### config.mk
export PLATFORM = sky130hd
export DESIGN_NAME = dac_responder
export DESIGN_NICKNAME = d
export VERILOG_FILES = /design/src/rtl/dac_responder.sv
export SDC_FILE = /design/constraint.sdc
export NUM_CORES = 1
export LEC_CHECK = 0
export BUFFER_PORTS_ARGS = -buffer_cell sky130_fd_sc_hd__buf_2
export CAP_MARGIN = 20
export CORE_ASPECT_RATIO = 0.7
export CORE_MARGIN = 3
export CORE_UTILIZATION = 57
export CTS_BUF_LIST = sky130_fd_sc_hd__clkbuf_4 sky130_fd_sc_hd__clkbuf_8
export DETAILED_ROUTE_END_ITERATION = 8
export PLACE_DENSITY = 0.76
export SKIP_LAST_GASP = 1
export SLEW_MARGIN = 20
export SYNTH_ARGS = -nofsm -noshare
export SYNTH_HDL_FRONTEND = slang
export SYNTH_SLANG_ARGS = --single-unit
export TNS_END_PERCENT = 20
### constraint.sdc
create_clock -name CLK50MHZ -period 7.8 [get_ports CLK50MHZ]
set_input_delay 0.78 -clock CLK50MHZ [delete_from_list [all_inputs] [get_ports CLK50MHZ]]
set_output_delay 0.78 -clock CLK50MHZ [all_outputs]
set_load 0.03 [all_outputs]
### src/rtl/dac_responder.sv
// SPI responder modelling the DAC end of the 4-channel DAC link: decodes 32-bit frames
// into per-channel input/DAC registers and echoes the previous frame on DAC_OUT.
module dac_responder #(
   parameter int          SYNC_STAGES = 2,
   parameter logic [11:0] RESET_CODE  = 12'h000
) (
   input  logic        CLK50MHZ,
   input  logic        RST,
   input  logic        SPI_SCK,
   input  logic        SPI_MOSI,
   input  logic        DAC_CS,
   input  logic        DAC_CLR,
   output logic        DAC_OUT,
   output logic [47:0] dac_value,
   output logic [3:0]  pwrdn,
   output logic        frame_valid,
   output logic        frame_err,
   output logic [3:0]  frame_cmd,
   output logic [3:0]  frame_addr,
   output logic [11:0] frame_data
);

   typedef enum logic [1:0] {IDLE, SHIFT, EXEC} state_t;

   state_t                 r_state;
   state_t                 w_next;
   logic [SYNC_STAGES-1:0] r_sck_sync;
   logic [SYNC_STAGES-1:0] r_mosi_sync;
   logic [SYNC_STAGES-1:0] r_cs_sync;
   logic [SYNC_STAGES-1:0] r_clr_sync;
   logic                   r_sck_d;
   logic                   r_cs_d;
   logic [31:0]            r_in_shift;
   logic [31:0]            r_out_shift;
   logic [31:0]            r_echo;
   logic [5:0]             r_count;
   logic [11:0]            r_in  [4];
   logic [11:0]            r_dac [4];
   logic [3:0]             r_pwrdn;
   logic                   r_valid;
   logic                   r_err;
   logic [3:0]             r_cmd;
   logic [3:0]             r_addr;
   logic [11:0]            r_data;
   logic                   r_dac_out;

   logic       w_sck, w_mosi, w_cs, w_clr;
   logic       w_sck_rise, w_sck_fall, w_cs_rise, w_cs_fall;
   logic       w_load, w_shift_in, w_shift_out, w_exec;
   logic [3:0] w_mask;
   logic [3:0] w_cmd;
   logic [3:0] w_addr;
   logic [11:0] w_data;

   // Synchronizers idle at the inactive level so reset release creates no false edges
   always_ff @(posedge CLK50MHZ or posedge RST) begin
      if (RST) begin
         r_sck_sync  <= '0;
         r_mosi_sync <= '0;
         r_cs_sync   <= '1;
         r_clr_sync  <= '1;
         r_sck_d     <= 1'b0;
         r_cs_d      <= 1'b1;
      end else begin
         r_sck_sync  <= {r_sck_sync[SYNC_STAGES-2:0], SPI_SCK};
         r_mosi_sync <= {r_mosi_sync[SYNC_STAGES-2:0], SPI_MOSI};
         r_cs_sync   <= {r_cs_sync[SYNC_STAGES-2:0], DAC_CS};
         r_clr_sync  <= {r_clr_sync[SYNC_STAGES-2:0], DAC_CLR};
         r_sck_d     <= w_sck;
         r_cs_d      <= w_cs;
      end
   end

   assign w_sck      = r_sck_sync[SYNC_STAGES-1];
   assign w_mosi     = r_mosi_sync[SYNC_STAGES-1];
   assign w_cs       = r_cs_sync[SYNC_STAGES-1];
   assign w_clr      = ~r_clr_sync[SYNC_STAGES-1];
   assign w_sck_rise = w_sck & ~r_sck_d;
   assign w_sck_fall = ~w_sck & r_sck_d;
   assign w_cs_rise  = w_cs & ~r_cs_d;
   assign w_cs_fall  = ~w_cs & r_cs_d;

   assign w_data = r_in_shift[27:16];
   assign w_addr = r_in_shift[15:12];
   assign w_cmd  = r_in_shift[11:8];

   always_comb begin
      w_mask = 4'h0;
      if (w_addr < 4'd4)
         w_mask[w_addr[1:0]] = 1'b1;
      else if (w_addr == 4'hF)
         w_mask = 4'hF;
   end

   always_ff @(posedge CLK50MHZ or posedge RST) begin
      if (RST)
         r_state <= IDLE;
      else
         r_state <= w_next;
   end

   // A CS rise in the same cycle as an SCK edge wins; the SCK edge is dropped
   always_comb begin
      w_next      = r_state;
      w_load      = 1'b0;
      w_shift_in  = 1'b0;
      w_shift_out = 1'b0;
      w_exec      = 1'b0;
      case (r_state)
         IDLE: begin
            if (!w_clr && w_cs_fall) begin
               w_next = SHIFT;
               w_load = 1'b1;
            end
         end
         SHIFT: begin
            if (w_clr)
               w_next = IDLE;
            else if (w_cs_rise)
               w_next = EXEC;
            else begin
               w_shift_in  = w_sck_rise;
               w_shift_out = w_sck_fall;
            end
         end
         EXEC: begin
            w_next = IDLE;
            w_exec = ~w_clr;
         end
         default: w_next = IDLE;
      endcase
   end

   always_ff @(posedge CLK50MHZ or posedge RST) begin
      if (RST) begin
         r_in_shift  <= '0;
         r_out_shift <= '0;
         r_echo      <= '0;
         r_count     <= '0;
         r_pwrdn     <= '0;
         r_valid     <= 1'b0;
         r_err       <= 1'b0;
         r_cmd       <= '0;
         r_addr      <= '0;
         r_data      <= '0;
         r_dac_out   <= 1'b0;
         for (int i = 0; i < 4; i++) begin
            r_in[i]  <= RESET_CODE;
            r_dac[i] <= RESET_CODE;
         end
      end else begin
         r_valid   <= 1'b0;
         r_err     <= 1'b0;
         r_dac_out <= ~w_cs & r_out_shift[31];
         if (w_clr) begin
            r_pwrdn <= '0;
            for (int i = 0; i < 4; i++) begin
               r_in[i]  <= RESET_CODE;
               r_dac[i] <= RESET_CODE;
            end
         end else begin
            if (w_load) begin
               r_count     <= '0;
               r_out_shift <= r_echo;
            end
            if (w_shift_in) begin
               r_in_shift <= {r_in_shift[30:0], w_mosi};
               if (r_count != 6'd33)
                  r_count <= r_count + 6'd1;
            end
            if (w_shift_out)
               r_out_shift <= {r_out_shift[30:0], 1'b0};
            if (w_exec) begin
               if (r_count == 6'd32) begin
                  r_valid <= 1'b1;
                  r_cmd   <= w_cmd;
                  r_addr  <= w_addr;
                  r_data  <= w_data;
                  r_echo  <= r_in_shift;
                  // An unmapped address leaves w_mask empty, so every command is a no-op
                  for (int i = 0; i < 4; i++) begin
                     case (w_cmd)
                        4'h0: if (w_mask[i]) r_in[i] <= w_data;
                        4'h1: if (w_mask[i]) begin
                           r_dac[i]   <= r_in[i];
                           r_pwrdn[i] <= 1'b0;
                        end
                        4'h2: if (w_mask != 4'h0) begin
                           if (w_mask[i]) r_in[i] <= w_data;
                           r_dac[i]   <= w_mask[i] ? w_data : r_in[i];
                           r_pwrdn[i] <= 1'b0;
                        end
                        4'h3: if (w_mask[i]) begin
                           r_in[i]    <= w_data;
                           r_dac[i]   <= w_data;
                           r_pwrdn[i] <= 1'b0;
                        end
                        4'h4: if (w_mask[i]) r_pwrdn[i] <= 1'b1;
                        default: ;
                     endcase
                  end
               end else begin
                  r_err <= 1'b1;
               end
            end
         end
      end
   end

   assign DAC_OUT     = r_dac_out;
   assign dac_value   = {r_dac[3], r_dac[2], r_dac[1], r_dac[0]};
   assign pwrdn       = r_pwrdn;
   assign frame_valid = r_valid;
   assign frame_err   = r_err;
   assign frame_cmd   = r_cmd;
   assign frame_addr  = r_addr;
   assign frame_data  = r_data;

endmodule

==> results of run 1 <==
## cell type report
type                    count  area (um2)
clock inverters             4        45.0
well taps                 220         275
clock buffers              53         679
repair buffers             91         483
flip-flops and latches    217        5440
fillers                  1186        5320
inverters                  11        48.8
multi-input cells         507        3450
## metal layers
layer / vias up / GRT usage / wire length (um)
met5: - / 0 / 0
li1: 2935 / - / -
met1: 3217 / 0.364 / 9640
met4: 0 / 0.0699 / 374
met3: 38 / 0.0528 / 1650
met2: 232 / 0.341 / 9200
## cell usage after synthesis (5+ instances only)
master,instances,area (um2)
mux2i_1,81,811
o21ai_0,25,125
buf_2,18,90.1
o2bb2ai_1,44,385
clkbuf_1,28,105
dfstp_2,5,131
a21oi_1,32,160
nor2_1,37,139
nor2b_1,7,43.8
nand2_1,130,488
dfrtp_1,212,5310
inv_1,10,37.5
buf_4,21,158
mux2_2,40,450
nand4_1,8,50.1
o31ai_1,28,210
o21ai_1,26,130
## cell usage in the layout, fill, tap and decap left out, types with 28 or more instances in the layout
cell type  count
o2bb2ai_1     44
dfrtp_1      212
clkbuf_8      45
nor2_1        36
o31ai_1       28
buf_2         80
mux2_2        40
mux2i_1       81
nand2_1      130
a21oi_1       32
## power by group through the flow
stage	clock network, mW	logic (mW)	registers [mW]
after floorplan	0	0.0853	1.21
after global placement	0	0.103	1.22
after detailed placement	0	0.109	1.22
after CTS	1.02	0.109	1.20
after global routing	1.08	0.123	1.20
final	1.00	0.107	1.20
## worst reg2reg max path: cells and delay by family (launching register included)
| family | cells | cell delay [ns] |
|---|---|---|
| and+or+nand+nor | 2 | 1.15 |
| AOI/OAI and AO/OA | 3 | 1.26 |
| DFF | 1 | 0.43 |
## flip-flops by register name, indices dropped and copies added (netlist names)
signal,cells
r_state,2
r_in_shift,32
frame_valid,1
r_cs_d,1
r_sck_d,1
dac_value,48
DAC_OUT,1
r_sck_sync,2
r_in,48
r_clr_sync,2
r_echo,32
frame_err,1
r_cs_sync,2
r_out_shift,32
pwrdn,4
r_mosi_sync,2
r_count,6
## how the worst min path moves through the flow
stage / from / to / depth (start not counted)
finish: r_mosi_sync[0] / r_mosi_sync[1] / 0
global route: DAC_CS / r_cs_sync[0] / 1
detailed placement: r_mosi_sync[0] / r_mosi_sync[1] / 0
global placement: r_mosi_sync[0] / r_mosi_sync[1] / 0
floorplan: r_mosi_sync[0] / r_mosi_sync[1] / 0
CTS: r_mosi_sync[0] / r_mosi_sync[1] / 0
## cell families after synthesis
logic type,count (synthesis),share of synthesized area
flops,217,0.586
simple gates,206,0.0952
mux,121,0.136
buf+inv,80,0.0449
fa+ha+maj,3,0.00404
compound gates,175,0.132
xor+xnor,2,0.00189
==> run metrics, run 1 <==
Avg Synthesized Cell Area 11.5 um2; Final Hold Fails 0; FP Rows 38; Core Area 15700 um2; DRT iter0 DRCs 530; Synth Flop Type dfrtp_1; Tcrit/Tclk final 0.380; CP Data Arrival Time 3.32 ns; Die Area 17900 um2; antenna cells 0; Async SR Flop Fraction 1.00; CTS resizes 0; Critical Path End r_in[27]; Critical Path Source Type register; critical path class register to register; Worst-path clk slew 0.06 ns; Die X 159 um; CTS tree built; max-slew violation total from the final report 0; skew final 0.0158 ns; Avg WL per Cell 18.9 um; Setup crit end kind register; Max Buffers Root-to-Sink 3; DR vias/cell 5.82; routability cong. 0.902; vias in the first global route 6315; All-Layer GR Usage 0.237; syn_nets roughly 810; CP max stage cell or4b_4; Placed Instances 1046; CTS root buf clkbuf_8; drc violations 0; Post CTS Setup Buffer Count 0; Setup TNS 0 ns; RSZ-0062 raised after global routing no; grt ovf 0; TritonCTS Buffers 34; share of layout cells above drive strength 1 0.231; dpl ws 4.69 ns; Crit. Startpoint r_count[2]; global-route wire length before repair 33500 um; Flop pwr share 0.519; Detail Placement HPWL about 14000 um; clock network power share 0.435; Layout area overhead 12.2%; r2r worst-path depth 5; power per cell area 222 nW/um2; Post-synth EDFFs 0; Fmax achieved 0.337 GHz; outcome finished, final reports clean; fin nets about 870; mapped cell area slightly above 9000 um2; switching power 0.523 mW; Design Power between 2 and 2.5 mW; LEAKAGE 5.07 nW; final setup margin 4.84 ns; reg2reg setup slack about 4.8 ns; Worst Path Required 8.16 ns; I/O Buffers 80; via count around 6400; internal cell power 1.79 mW; IO Pins 81; placed cell area 9690 um2; RR Endpoint r_in[27]; Gate power share 0.046; Slew HR 0.312; Yosys cell types 45; final core utilization 0.662; Starting Density 0.590; H-Tree Depth 2; Hold-fix buffers, CTS 0; Critical Path Stages 5; crit-path cells or4b_4 -> o41a_1 -> nor2_1 -> o21ai_1 -> o2bb2ai_1; fin cells 1103; ANT nets after route 0; Worst Tran Pin Value 1.02 ns; Tmin final 2.96 ns; post-route cell area 10400 um2; IR Drop Worst-Case VDD 0.117 mV; Die H 113 um; #FFs+latches synth approximately 220; Skew-Pair Late Insertion Delay 0.49 ns; initial antenna violation count 0; worst hold slack 0.351 ns; R2R Path Start r_count[2]; Top delay family on crit path compound AO/OA/AOI/OAI gates; Seq/Total Area, Yosys 0.586; Setup Viol. Count Final 0; largest net degree at the start of global routing 142; DR pass1 iterations 5; crit path max fanout 12; Max Cap Violations 0; HP Class register to register; worst path bufs/invs 0; routed wire length between 20000 and 25000 um; CP peak stage delay 0.61 ns; Net Sw Frac 0.226; Post-Synthesis Cells 804; Synth Warn # 0; clk sinks between 200 and 250
Note: power is estimated with default switching activity, not from simulation.
==> run 2: changes to the inputs <==
--- a/config.mk
+++ b/config.mk
@@ -5,6 +5,7 @@
 export SDC_FILE = /design/constraint.sdc
 export NUM_CORES = 1
 export LEC_CHECK = 0
+export ABC_AREA = 1
 export BUFFER_PORTS_ARGS = -buffer_cell sky130_fd_sc_hd__buf_2
 export CAP_MARGIN = 20
 export CORE_ASPECT_RATIO = 0.7
@@ -12,7 +13,7 @@
 export CORE_UTILIZATION = 57
 export CTS_BUF_LIST = sky130_fd_sc_hd__clkbuf_4 sky130_fd_sc_hd__clkbuf_8
 export DETAILED_ROUTE_END_ITERATION = 8
-export PLACE_DENSITY = 0.76
+export PLACE_DENSITY = 0.75
 export SKIP_LAST_GASP = 1
 export SLEW_MARGIN = 20
 export SYNTH_ARGS = -nofsm -noshare
==> constraint.sdc (replaced) <==
create_clock -name CLK50MHZ -period 2.8 [get_ports CLK50MHZ]
set_input_delay 0.28 -clock CLK50MHZ [delete_from_list [all_inputs] [get_ports CLK50MHZ]]
set_output_delay 0.28 -clock CLK50MHZ [all_outputs]
set_load 0.03 [all_outputs]
==> run 2 against run 1 <==
  * Register-to-register slack got worse by 4.3 ns
  * Setup slack got worse by 4.3 ns
  * Critical path depth increased by 3
  * Clock power increased to 2.9 times the previous value
  * Wire length increased by 39%
  * Fmax increased by 32%
  * Global-route usage increased by 4.9 points
  * Synthesized area increased by 17%
  * Cell count increased by 54%
==> run metrics, run 2 <==
outcome finished, final reports clean; Setup crit end kind register; CP Data Arrival Time 2.65 ns (-0.67 ns); Worst-path clk slew 0.06 ns (about the same); worst hold slack 0.352 ns (+0.00124 ns); DRT iter0 DRCs 1282 (+140%); area share of the largest cell type after synthesis 0.490 (-0.0814); power per cell area 549 nW/um2 (+150%); IO Pins 81 (unchanged); routability cong. 0.946 (+4.8%); routed wire length 28900 um (+39%); largest net degree at the start of global routing 78 (-45%); Max Cap Violations 0 (unchanged); TritonCTS Buffers 35 (+2.9%); CP max stage cell a21oi_1; Synth Warn # 0 (unchanged); Fmax achieved 0.444 GHz (+32%); top post-synthesis cells by area dfrtp_1 49%, nand2_1 14%, nand3_1 6.4%; Max Buffers Root-to-Sink 3 (unchanged); fin nets 1444 (+66%); DR vias/cell 5.72 (-1.7%); CP peak stage delay 0.68 ns (+0.07 ns); H-Tree Depth 2 (unchanged); mapped cell area 10800 um2 (+17%); clk sinks 217 (unchanged); count leader, synth nand2_1; grt ovf 0 (unchanged); Avg WL per Cell 17.0 um (-9.9%); Post-Synthesis Cells 1386 (+72%); fin cells 1697 (+54%); Critical Path Source Type register; critical path class register to register; IR Drop Worst-Case VDD 0.445 mV (+280%); Tmin final 2.25 ns (-0.713 ns); FP Rows 41 (+7.9%); Layout area overhead 11.5%; DR pass1 iterations 5 (unchanged); Slew HR 0.507 (+0.194); Die H 121 um (+7.6%); I/O Buffers 80 (unchanged); Starting Density 0.591 (+0.00120); most common cell after layout, fill and taps aside nand2_1; Avg Synthesized Cell Area 7.81 um2 (-32%); Post CTS Setup Buffer Count 0 (unchanged); Worst Tran Pin Value 0.740 ns (-0.283 ns); LEAKAGE 5.69 nW (+12%); RSZ-0062 raised after global routing no; #FFs+latches synth 217 (unchanged); HP Class register to register; crit path max fanout 37 (+25); crit-path cells inv_2 -> nand2_2 -> nor2_2 -> inv_2 -> a21oi_1 -> nand2_1 -> nand3_1 -> nand2_1; share of layout cells above drive strength 1 0.164 (-0.0668); CTS tree built; Tcrit/Tclk final 0.804 (+0.424); global-route wire length before repair 47400 um (+41%); max-slew violation total from the final report 0 (unchanged); Die Area 20700 um2 (+16%); Placed Instances 1629 (+56%); vias in the first global route 9069 (+44%); Async SR Flop Fraction 1.00 (unchanged); Detail Placement HPWL 18800 um (+33%); Worst Path Required 3.20 ns (-4.96 ns); skew final 0.0316 ns (+0.0158 ns); syn_nets 1395 (+72%); drc violations 0 (unchanged); synth cell count leaders 417 x nand2_1, 212 x dfrtp_1, 139 x nand3_1, 100 x nor2_1, 88 x inv_1; CTS root buf clkbuf_8; Seq/Total Area, Yosys 0.502 (-0.0834); Synth Flop Type dfrtp_1; initial antenna violation count 0 (unchanged); post-synth top area cell dfrtp_1; Skew-Pair Late Insertion Delay 0.52 ns (+0.03 ns); most frequent cells in the layout 416 x nand2_1, 212 x dfrtp_1, 138 x nand3_1; Core Area 18300 um2 (+16%); Post-synth EDFFs 0 (unchanged); Final Hold Fails 0 (unchanged); Setup Viol. Count Final 0 (unchanged); Die X 171 um (+7.7%); ANT nets after route 0 (unchanged); All-Layer GR Usage 0.286 (+0.0490); via count 9709 (+51%); antenna cells 0 (unchanged); Yosys cell types 33 (-27%)
-- run 2: cell count changes after synthesis, moves of 57 or more --
cell     previous run  this run
nor2_1             37       100
o21ai_0            25        82
inv_1              10        88
nand2_1           130       417
nand3_1             4       139
mux2i_1            81         0
-- run 2: path summary, 6_finish.rpt --
check | from | endpoint | slack, ns | depth (start not counted)
min in group asynchronous | RST | r_out_shift[9] | 0.42 | 3
max in group asynchronous | RST | r_echo[19] | 1.59 | 4
setup / recovery | r_in_shift[11] | dac_value[42] | 0.55 | 8
hold / removal | r_clr_sync[0] | r_clr_sync[1] | 0.35 | 0
setup reg to reg | r_in_shift[11] | dac_value[42] | 0.55 | 8
hold reg to reg | r_clr_sync[0] | r_clr_sync[1] | 0.35 | 0
-- run 2: timing repair --
item | 4_1_cts | 5_1_grt
resized for setup | 0 | 0
hold buffers | 5 | 0
endpoints found under the hold margin | 26 | 0
-- run 2: worst max-delay path, delay by kind of cell, from the launching register on --
family / cells / cell delay [ns]
AOI/OAI and AO/OA: 1 / 0.68
buffers and inverters: 2 / 0.39
DFF: 1 / 0.39
and+or+nand+nor: 5 / 0.68
-- run 2: final cells by class --
cell class | instances | area (um2)
inverter | 104 | 394
tap | 236 | 295
fill | 1568 | 6240
timing repair buffer | 119 | 781
clock inverter | 8 | 67.6
sequential | 217 | 5440
multi-input combinational | 958 | 4420
clock buffer | 55 | 682
-- run 2: logic make-up after synthesis --
group	share of synthesized area
buffers and inverters	0.0911
adder cells (fa/ha/maj)	0.00347
AND/OR/NAND/NOR	0.287
flip-flops	0.502
AO/OA/AOI/OAI	0.115
XOR/XNOR	0.000809
-- run 2: layer usage --
layer | track usage | up-vias | share of wire
met4 | 0.0780 | 0 | 0.021
li1 | - | 4601 | -
met2 | 0.416 | 453 | 0.43
met5 | 0 | - | 0
met3 | 0.0739 | 62 | 0.10
met1 | 0.425 | 4593 | 0.45
-- run 2: through the flow --
stage               power [mW]  setup WS, ns   util  setup TNS (ns)  instance area [um2]
floorplan                 3.67        -0.302      -          -64.03                10800
global placement          3.76         0.696  0.615               0                11300
detailed placement        3.77         0.643  0.615               0                11300
CTS                       6.66         0.640  0.659               0                12100
global route              6.88         0.396  0.659               0                12100
finish                    6.62         0.550  0.659               0                12100
-- run 2: report_power, final --
| group | internal (mW) | switching [mW] |
|---|---|---|
| Clock | 1.65 | 1.26 |
| Sequential | 3.26 | 0.0789 |
| Combinational | 0.116 | 0.260 |
